$ cat src/rtl/pci_master_if.sv
// Local command port plus PCI initiator bus pins of pci_master, split into out/oe pairs.
// The master modport is the initiator's view; slave is the environment's view.
interface pci_master_if;
  logic        cmd_valid;
  logic        cmd_ready;
  logic        cmd_write;
  logic [31:0] cmd_addr;
  logic [3:0]  cmd_len;
  logic [31:0] wr_data;
  logic        wr_pop;
  logic [31:0] rd_data;
  logic        rd_valid;
  logic        done;
  logic [1:0]  status;
  logic        req;
  logic        gnt;
  logic        frame_in;
  logic        irdy_in;
  logic        trdy;
  logic        devsel;
  logic        stop;
  logic        frame_out;
  logic        frame_oe;
  logic        irdy_out;
  logic        irdy_oe;
  logic [31:0] ad_out;
  logic        ad_oe;
  logic [31:0] ad_in;
  logic [3:0]  cbe_out;
  logic        cbe_oe;

  modport master (
    input  cmd_valid, cmd_write, cmd_addr, cmd_len, wr_data,
    input  gnt, frame_in, irdy_in, trdy, devsel, stop, ad_in,
    output cmd_ready, wr_pop, rd_data, rd_valid, done, status, req,
    output frame_out, frame_oe, irdy_out, irdy_oe, ad_out, ad_oe, cbe_out, cbe_oe
  );

  modport slave (
    output cmd_valid, cmd_write, cmd_addr, cmd_len, wr_data,
    output gnt, frame_in, irdy_in, trdy, devsel, stop, ad_in,
    input  cmd_ready, wr_pop, rd_data, rd_valid, done, status, req,
    input  frame_out, frame_oe, irdy_out, irdy_oe, ad_out, ad_oe, cbe_out, cbe_oe
  );
endinterface

$ cat src/rtl/pci_master.sv
// PCI bus initiator: requests the bus, runs one address phase and a burst of memory
// read/write data phases, handles target disconnect and master abort, reports status.
module pci_master #(
  parameter int MAX_BURST      = 8,
  parameter int DEVSEL_TIMEOUT = 5
) (
  input  logic clk,
  input  logic rst,
  pci_master_if.master bus
);

  localparam int TW = $clog2(DEVSEL_TIMEOUT + 1);

  typedef enum logic [2:0] {S_IDLE, S_REQ, S_ADDR, S_DATA, S_FIN, S_TURN} state_t;

  state_t         state_r, state_nxt_s;
  logic           write_r, write_nxt_s;
  logic [31:0]    addr_r, addr_nxt_s;
  logic [3:0]     remaining_r, remaining_nxt_s;
  logic [TW-1:0]  timer_r, timer_nxt_s;
  logic [1:0]     status_r, status_nxt_s;
  logic [31:0]    rd_data_r;
  logic           rd_valid_r;
  logic           rd_capture_s, xfer_s, last_s;

  function automatic logic [3:0] clamp_len(input logic [3:0] len);
    if (len == 4'd0) begin
      return 4'd1;
    end else if (len > 4'(MAX_BURST)) begin
      return 4'(MAX_BURST);
    end else begin
      return len;
    end
  endfunction

  assign xfer_s = !bus.trdy && !bus.devsel;
  assign last_s = (remaining_r == 4'd1);

  // Next-state, datapath updates and bus outputs decoded from the current state.
  always_comb begin
    state_nxt_s     = state_r;
    write_nxt_s     = write_r;
    addr_nxt_s      = addr_r;
    remaining_nxt_s = remaining_r;
    timer_nxt_s     = timer_r;
    status_nxt_s    = status_r;
    rd_capture_s    = 1'b0;
    bus.cmd_ready   = 1'b0;
    bus.wr_pop      = 1'b0;
    bus.done        = 1'b0;
    bus.req         = 1'b1;
    bus.frame_out   = 1'b1;
    bus.frame_oe    = 1'b0;
    bus.irdy_out    = 1'b1;
    bus.irdy_oe     = 1'b0;
    bus.ad_out      = 32'h0000_0000;
    bus.ad_oe       = 1'b0;
    bus.cbe_out     = 4'b0000;
    bus.cbe_oe      = 1'b0;
    case (state_r)
      S_IDLE: begin
        bus.cmd_ready = 1'b1;
        if (bus.cmd_valid) begin
          write_nxt_s     = bus.cmd_write;
          addr_nxt_s      = bus.cmd_addr & 32'hFFFF_FFFC;
          remaining_nxt_s = clamp_len(bus.cmd_len);
          status_nxt_s    = 2'b00;
          state_nxt_s     = S_REQ;
        end else begin
          state_nxt_s = S_IDLE;
        end
      end
      S_REQ: begin
        bus.req = 1'b0;
        if (!bus.gnt && bus.frame_in && bus.irdy_in) begin
          state_nxt_s = S_ADDR;
        end else begin
          state_nxt_s = S_REQ;
        end
      end
      S_ADDR: begin
        bus.frame_oe  = 1'b1;
        bus.frame_out = 1'b0;
        bus.ad_oe     = 1'b1;
        bus.ad_out    = addr_r;
        bus.cbe_oe    = 1'b1;
        bus.cbe_out   = write_r ? 4'b0111 : 4'b0110;
        timer_nxt_s   = '0;
        state_nxt_s   = S_DATA;
      end
      S_DATA: begin
        bus.frame_oe  = 1'b1;
        bus.frame_out = last_s;
        bus.irdy_oe   = 1'b1;
        bus.irdy_out  = 1'b0;
        bus.cbe_oe    = 1'b1;
        bus.ad_oe     = write_r;
        if (write_r) begin
          bus.ad_out = bus.wr_data;
        end else begin
          bus.ad_out = 32'h0000_0000;
        end
        if (xfer_s) begin
          remaining_nxt_s = remaining_r - 4'd1;
          addr_nxt_s      = addr_r + 32'd4;
          bus.wr_pop      = write_r;
          rd_capture_s    = !write_r;
        end else begin
          remaining_nxt_s = remaining_r;
        end
        if (bus.devsel) begin
          timer_nxt_s = timer_r + TW'(1);
        end else begin
          timer_nxt_s = '0;
        end
        // Exit priority: normal completion, then target stop, then DEVSEL# timeout.
        if (xfer_s && last_s) begin
          status_nxt_s = 2'b00;
          state_nxt_s  = S_TURN;
        end else if (!bus.stop && !bus.devsel) begin
          status_nxt_s = 2'b10;
          state_nxt_s  = last_s ? S_TURN : S_FIN;
        end else if (bus.devsel && (timer_r == TW'(DEVSEL_TIMEOUT - 1))) begin
          status_nxt_s = 2'b01;
          state_nxt_s  = last_s ? S_TURN : S_FIN;
        end else begin
          state_nxt_s = S_DATA;
        end
      end
      S_FIN: begin
        bus.frame_oe  = 1'b1;
        bus.frame_out = 1'b1;
        bus.irdy_oe   = 1'b1;
        bus.irdy_out  = 1'b0;
        bus.cbe_oe    = 1'b1;
        state_nxt_s   = S_TURN;
      end
      S_TURN: begin
        bus.frame_oe  = 1'b1;
        bus.irdy_oe   = 1'b1;
        bus.done      = 1'b1;
        state_nxt_s   = S_IDLE;
      end
      default: begin
        state_nxt_s = S_IDLE;
      end
    endcase
  end

  // State, transaction context and registered read return.
  always_ff @(posedge clk) begin
    if (rst) begin
      state_r     <= S_IDLE;
      write_r     <= 1'b0;
      addr_r      <= 32'h0000_0000;
      remaining_r <= 4'd0;
      timer_r     <= '0;
      status_r    <= 2'b00;
      rd_data_r   <= 32'h0000_0000;
      rd_valid_r  <= 1'b0;
    end else begin
      state_r     <= state_nxt_s;
      write_r     <= write_nxt_s;
      addr_r      <= addr_nxt_s;
      remaining_r <= remaining_nxt_s;
      timer_r     <= timer_nxt_s;
      status_r    <= status_nxt_s;
      rd_valid_r  <= rd_capture_s;
      if (rd_capture_s) begin
        rd_data_r <= bus.ad_in;
      end else begin
        rd_data_r <= rd_data_r;
      end
    end
  end

  assign bus.rd_data  = rd_data_r;
  assign bus.rd_valid = rd_valid_r;
  assign bus.status   = status_r;

endmodule

$ cat src/flat_wrapper.sv
// flat-port wrapper written by rule: the top's interface ports become plain ports
module pci_master_flat 
#(
  parameter int MAX_BURST      = 8,
  parameter int DEVSEL_TIMEOUT = 5
)
  (clk, rst, bus_cmd_valid, bus_cmd_write, bus_cmd_addr, bus_cmd_len, bus_wr_data, bus_gnt, bus_frame_in, bus_irdy_in, bus_trdy, bus_devsel, bus_stop, bus_ad_in, bus_cmd_ready, bus_wr_pop, bus_rd_data, bus_rd_valid, bus_done, bus_status, bus_req, bus_frame_out, bus_frame_oe, bus_irdy_out, bus_irdy_oe, bus_ad_out, bus_ad_oe, bus_cbe_out, bus_cbe_oe);
  pci_master_if bus_i ();
  input  logic clk;
  input  logic rst;
  input wire logic [$bits(bus_i.cmd_valid)-1:0] bus_cmd_valid;
  input wire logic [$bits(bus_i.cmd_write)-1:0] bus_cmd_write;
  input wire logic [$bits(bus_i.cmd_addr)-1:0] bus_cmd_addr;
  input wire logic [$bits(bus_i.cmd_len)-1:0] bus_cmd_len;
  input wire logic [$bits(bus_i.wr_data)-1:0] bus_wr_data;
  input wire logic [$bits(bus_i.gnt)-1:0] bus_gnt;
  input wire logic [$bits(bus_i.frame_in)-1:0] bus_frame_in;
  input wire logic [$bits(bus_i.irdy_in)-1:0] bus_irdy_in;
  input wire logic [$bits(bus_i.trdy)-1:0] bus_trdy;
  input wire logic [$bits(bus_i.devsel)-1:0] bus_devsel;
  input wire logic [$bits(bus_i.stop)-1:0] bus_stop;
  input wire logic [$bits(bus_i.ad_in)-1:0] bus_ad_in;
  output wire logic [$bits(bus_i.cmd_ready)-1:0] bus_cmd_ready;
  output wire logic [$bits(bus_i.wr_pop)-1:0] bus_wr_pop;
  output wire logic [$bits(bus_i.rd_data)-1:0] bus_rd_data;
  output wire logic [$bits(bus_i.rd_valid)-1:0] bus_rd_valid;
  output wire logic [$bits(bus_i.done)-1:0] bus_done;
  output wire logic [$bits(bus_i.status)-1:0] bus_status;
  output wire logic [$bits(bus_i.req)-1:0] bus_req;
  output wire logic [$bits(bus_i.frame_out)-1:0] bus_frame_out;
  output wire logic [$bits(bus_i.frame_oe)-1:0] bus_frame_oe;
  output wire logic [$bits(bus_i.irdy_out)-1:0] bus_irdy_out;
  output wire logic [$bits(bus_i.irdy_oe)-1:0] bus_irdy_oe;
  output wire logic [$bits(bus_i.ad_out)-1:0] bus_ad_out;
  output wire logic [$bits(bus_i.ad_oe)-1:0] bus_ad_oe;
  output wire logic [$bits(bus_i.cbe_out)-1:0] bus_cbe_out;
  output wire logic [$bits(bus_i.cbe_oe)-1:0] bus_cbe_oe;
  assign bus_i.cmd_valid = bus_cmd_valid;
  assign bus_i.cmd_write = bus_cmd_write;
  assign bus_i.cmd_addr = bus_cmd_addr;
  assign bus_i.cmd_len = bus_cmd_len;
  assign bus_i.wr_data = bus_wr_data;
  assign bus_i.gnt = bus_gnt;
  assign bus_i.frame_in = bus_frame_in;
  assign bus_i.irdy_in = bus_irdy_in;
  assign bus_i.trdy = bus_trdy;
  assign bus_i.devsel = bus_devsel;
  assign bus_i.stop = bus_stop;
  assign bus_i.ad_in = bus_ad_in;
  assign bus_cmd_ready = bus_i.cmd_ready;
  assign bus_wr_pop = bus_i.wr_pop;
  assign bus_rd_data = bus_i.rd_data;
  assign bus_rd_valid = bus_i.rd_valid;
  assign bus_done = bus_i.done;
  assign bus_status = bus_i.status;
  assign bus_req = bus_i.req;
  assign bus_frame_out = bus_i.frame_out;
  assign bus_frame_oe = bus_i.frame_oe;
  assign bus_irdy_out = bus_i.irdy_out;
  assign bus_irdy_oe = bus_i.irdy_oe;
  assign bus_ad_out = bus_i.ad_out;
  assign bus_ad_oe = bus_i.ad_oe;
  assign bus_cbe_out = bus_i.cbe_out;
  assign bus_cbe_oe = bus_i.cbe_oe;
  pci_master #(.MAX_BURST(MAX_BURST), .DEVSEL_TIMEOUT(DEVSEL_TIMEOUT)) u_core (.clk(clk), .rst(rst), .bus(bus_i));
endmodule
$ cat config.mk
export PLATFORM = sky130hd
export DESIGN_NAME = pci_master_flat
export DESIGN_NICKNAME = d
export VERILOG_FILES = /design/src/rtl/pci_master_if.sv /design/src/rtl/pci_master.sv /design/src/flat_wrapper.sv
export SDC_FILE = /design/constraint.sdc
export NUM_CORES = 1
export LEC_CHECK = 0
export CORE_MARGIN = 4
export CORE_UTILIZATION = 32
export DETAILED_ROUTE_END_ITERATION = 8
export GPL_ROUTABILITY_DRIVEN = 0
export HOLD_SLACK_MARGIN = 0.12
export PLACE_DENSITY = 0.76
export SKIP_LAST_GASP = 1
export SLEW_MARGIN = 20
export SYNTH_ARGS = -nofsm -noshare
export SYNTH_HDL_FRONTEND = slang
export SYNTH_SLANG_ARGS = --single-unit
$ cat constraint.sdc
create_clock -name clk -period 2.46 [get_ports clk]
set_clock_uncertainty 0.2 [all_clocks]
set_input_delay 0.615 -clock clk [delete_from_list [all_inputs] [get_ports clk]]
set_output_delay 0.615 -clock clk [all_outputs]
set_load 0.02 [all_outputs]
# [Word-level counts from Yosys, hierarchy flattened]
# Index checks and enable logic that the tools add are counted.
[word_totals] in_bits=110 out_inout_bits=81 ff_bits=78
[op_classes] muxes=39 reduce_logical=22 n_eq_ne=10 add_sub_neg=3 order_cmp=1
[ops] cell="32-bit one-hot mux with 2 select lines" count=2
[ops] cell="32-bit two-way mux" count=3
[ops] cell="32-bit by 3-bit adder with 32-bit output, second input constant" count=1
[ops] cell="4-bit two-way mux" count=5
[ops] cell="3-bit one-hot mux with 5 select lines" count=1
[ops] cell="1-bit two-way mux" count=14
[ops] cell="3-bit two-way mux" count=4
[ops] cell="2-bit two-way mux" count=5
[ops] cell="3-bit equality test, second input constant" count=3
[ops] cell="4-bit one-hot mux with 2 select lines" count=1
[ops] cell="3-bit by 2-bit equality test with 1-bit output, second input constant" count=2
[ops] cell="1-bit logical AND" count=6
[ops] cell="3-bit one-hot mux with 2 select lines" count=1
[ops] cell="3-bit AND reduction" count=2
[ops] cell="3-bit OR reduction" count=2
[ops] cell="1-bit zero test" count=5
[ops] cell="4-bit by 1-bit equality test with 1-bit output, second input constant" count=1
[ops] cell="4-bit greater-than comparator, second input constant" count=1
[ops] cell="4-bit zero test" count=1
[ops] cell="4-bit by 1-bit inequality test with 1-bit output, second input constant" count=1
[ops] cell="1-bit one-hot mux with 2 select lines" count=2
[ops] cell="2-bit one-hot mux with 2 select lines" count=1
[ops] cell="2-bit nonzero test" count=2
[ops] cell="4-bit OR reduction" count=1
[ops] cell="other kinds (8)" count=8

# [Longest topological paths before layout]
[depth] depth_word=6 mapped_depth=8 depth_no_buf=7

# [Worst setup path before layout]
# No wires, ideal clock.
[synth_path] path_type="reg-to-output" startpoint="register u_core.state_r[2]" endpoint="output bus_ad_out[10]" path_buffers=2 slack_ps=-212 arrival_ps=1857 stages_incl_launch_ff=8 cell_sequence="dfxtp_1 -> clkbuf_1 -> inv_1 -> nand2_1 -> nor2_1 -> and2_0 -> clkbuf_1 -> a22o_1"
[synth_via] elab_chain_len=2 word_cells_on_any_way=3 cone_classes="eq/ne: 2; mux: 1"
[synth_lines] element="from (decl)" line="pci_master.sv:16" text="state_t state_r, state_nxt_s;"
[synth_lines] element="from (signal assigned)" line="pci_master.sv:162" text="state_r <= state_nxt_s;"
[synth_lines] element="3-bit by 2-bit equality test with 1-bit output" line="pci_master.sv:60" text="case (state_r)"
[synth_lines] element="32-bit one-hot mux with 2 select lines *" line="pci_master.sv:60"
[synth_lines] element="to (decl)" line="flat_wrapper.sv:34" text="output wire logic [$bits(bus_i.ad_out)-1:0] bus_ad_out;"
# Every way passes the cells marked *; elsewhere a longest branch is shown, timed or not.

# [Worst setup path after layout]
[layout_path] startpoint="register u_core.state_r[2]" endpoint="output bus_ad_out[11]"
# Same word-level chain as after synthesis.

==> results.yml <==
min_path:
  holdCritStartpoint: "u_core.bus.rd_data[19]$_SDFFE_PP0P_"
  holdPathStages: 2
  hold_path.class: "flop to flop"
sta:
  period_needed_ps: 2490
  period_share_pct: 101
  rsz0062_at_grt: "true"
  finalSetupTns_ps: -293
  hold_viol: 0
  timing.hold.ws_ps: 252
  fin_ws_ps: -28.4
  maxSlewViolCount: 0
  max_freq_ghz: 0.402
  final-setup-viol-count: 27
clock_tree:
  clkTransAtPathRegs_ps: 60
  cts.path.max_buffers: 2
  clk_latency_ps: 340
  cts_root_buffer: "clkbuf_16"
  cts_sinks: 76
  htree_levels: 3
  cts_made_buffers: 9
  holdBufCountCts: 0
  cts_tree: "yes"
yosys:
  ys_warn_count: 0
  synthArstFlopShare_pct: 0
  synth_area_leaders: "dfxtp_1, nand2_1, a21oi_1"
  syn_area_um2: 4370
  synth_edf_count: 0
  syn-mean-instance-area_um2: 7.55
  synth_top_flop_cell: "dfxtp_1"
  yosysMostFrequentCell: "nand2_1"
  synth_cell_types: 71
  seq_area_frac_synth_pct: 34.8
  synthTopCellsByCount: "nand2_1, dfxtp_1, a21oi_1"
  netlist_instances: 578
  yosys_register_bits: 76
  yosysTopAreaCellShare_pct: 34.8
  synth_top_cell_by_area: "dfxtp_1"
  synth_nets: 695
floorplanning:
  die_x_um: 125
  chipHeight_um: 125
  design.core.area_um2: 13300
  dieArea_um2: 15600
  initial_core_util_pct: 32.8
  ios: 191
  rows: 42
drt:
  wl_met2_um: 7560
  drt-initial-drc-count: 467
  num_vias: 5254
  wl_met1_um: 6570
  drc_errors: 0
  wl_met3_um: 1980
  wl_um: 16600
  top_layer: "met5"
  postRouteAntennaNets: 0
  wire_per_inst_um: 17.3
  routed_via_density: 5.45
  drtPass1Iterations: 5
final_layout:
  diodes: 0
  fin_cells: 964
  area_growth_pct: 64.3
  nets: 900
  drive_above_1_share_pct: 18.8
outcome:
  violations: "negative setup slack"
  status: "finished with violations"
global_route:
  grt_overflow: 0
  grt_pass1_wl_um: 25100
  grt_usage_pct: 19.6
  grt_pass1_vias: 4912
  grt_start_max_net_pins: 53
  antenna_found_initial: 1
setup_path:
  startpoint: "u_core.state_r[2]$_SDFF_PP0_"
  cp.arrival_ps: 1670
  crit_path_max_fanout: 6
  criticalPathCategory: "flop to output pin"
  worst_r2r_startpoint: "u_core.state_r[1]$_SDFF_PP0_"
  start_kind: "flop"
  timing.rr.end: "u_core.addr_r[17]$_SDFFE_PP0P_"
  required_ps: 1640
  end_kind: "output pin"
  rrSetupSlack_ps: 170
  crit_end: "bus_ad_out[11]"
  r2r_cells: 8
place:
  dp_hpwl_um: 11500
  placed_cells: 939
  portBuffers: 187
flow_run:
  maxCapViolations: 0
pwr:
  total_power_mw: 3.34
  p_leak_nw: 2.73
  p_per_area_nw_per_um2: 466
  vdd_ir_drop_max_v: 0.000418
-- how the worst min path moves through the flow --
stage / end / slack, ps
final: u_core.bus.rd_data[19]$_SDFFE_PP0P_ / 250
after global routing: u_core.bus.rd_data[30]$_SDFFE_PP0P_ / 270
after CTS: u_core.bus.rd_data[23]$_SDFFE_PP0P_ / 250
after detailed placement: u_core.bus.rd_data[30]$_SDFFE_PP0P_ / 250
after global placement: u_core.bus.rd_data[22]$_SDFFE_PP0P_ / 240
after floorplan: u_core.addr_r[13]$_SDFFE_PP0P_ / 280
-- layout by cell type (no fill, tap or decap), types with 6 or more instances in the layout --
| cell | instances |
|---|---|
| nand3_1 | 17 |
| o21ai_0 | 19 |
| nand4_1 | 11 |
| buf_2 | 17 |
| buf_6 | 12 |
| a21oi_1 | 64 |
| o32ai_1 | 7 |
| a22o_1 | 29 |
| nor4_1 | 7 |
| mux2i_1 | 8 |
| dfxtp_1 | 73 |
| nand2_1 | 98 |
| a31oi_1 | 6 |
| o22ai_1 | 6 |
| ha_1 | 6 |
| or3_1 | 9 |
| and2_1 | 12 |
| and3_1 | 7 |
| a211oi_1 | 8 |
| nor3_1 | 20 |
| dlygate4sd2_1 | 6 |
| clkbuf_16 | 12 |
| nor2_1 | 29 |
| inv_1 | 15 |
| buf_4 | 53 |
| clkdlybuf4s50_1 | 138 |
| a22oi_1 | 6 |
| buf_12 | 7 |
-- timing repair --
| action | CTS | global route |
|---|---|---|
| pin swaps | 4 | 13 |
| resized for setup | 172 | 50 |
| gates cloned | 1 | 3 |
| endpoints found under the setup margin | 45 | 52 |
| buffers inserted | 3 | 2 |
| endpoints found under the hold margin | 0 | 0 |
-- cell type report --
type	instances	area, µm²
clock buffers	10	239
clock inverters	6	87.6
fillers	1248	6120
inverters	16	60.1
multi-input cells	436	2670
flip-flops and latches	76	1530
well taps	176	220
repair buffers	244	2370
-- routing by layer --
layer  up-vias  track usage, %
li1       2522               -
met1      2401            22.7
met2       289            31.3
met3        40            8.88
met4         2            8.74
met5         -               0
-- state kept, by name (all words and copies together), names as in the netlist --
register,count
u_core.write_r,1
u_core.state_r,3
u_core.remaining_r,4
u_core.bus.rd_valid,1
u_core.addr_r,30
u_core.timer_r,3
u_core.bus.rd_data,32
u_core.bus.status,2
-- critical path, stage by stage, from the launching register on --
cell	delay, ps
dfxtp_2	340
inv_2	60
ha_4	160
and3_4	230
buf_16	160
a22o_4	260
buf_6	130
-- stage by stage --
step                instance area (µm²)  worst slack (ps)  util [%]
finish                             7170             -28.4      54.0
global route                       7170             -78.1      54.0
CTS                                6910             -80.4      52.0
detailed placement                 6670              -515      50.2
global placement                   6670              -526      50.2
floorplan                          4380             -43.8         -
-- logic make-up (layout without fill, tap and decap cells) --
logic type | Yosys count | count (layout) | share of synthesized area [%]
AOI/OAI and AO/OA | 172 | 172 | 26.3
DFF | 76 | 76 | 34.8
and+or+nand+nor | 248 | 248 | 28.5
adders and majority gates | 7 | 7 | 2.01
muxes | 8 | 8 | 1.83
buffers and inverters | 66 | 276 | 6.42
other | 1 | 1 | 0.0859
-- power breakdown --
part	switching (mW)	internal (mW)	total, mW
Sequential	0.0652	1.28	1.34
Combinational	0.226	0.306	0.533
Clock	0.553	0.914	1.47
Total	0.844	2.50	3.34
Power figures use the tool's default switching activity.
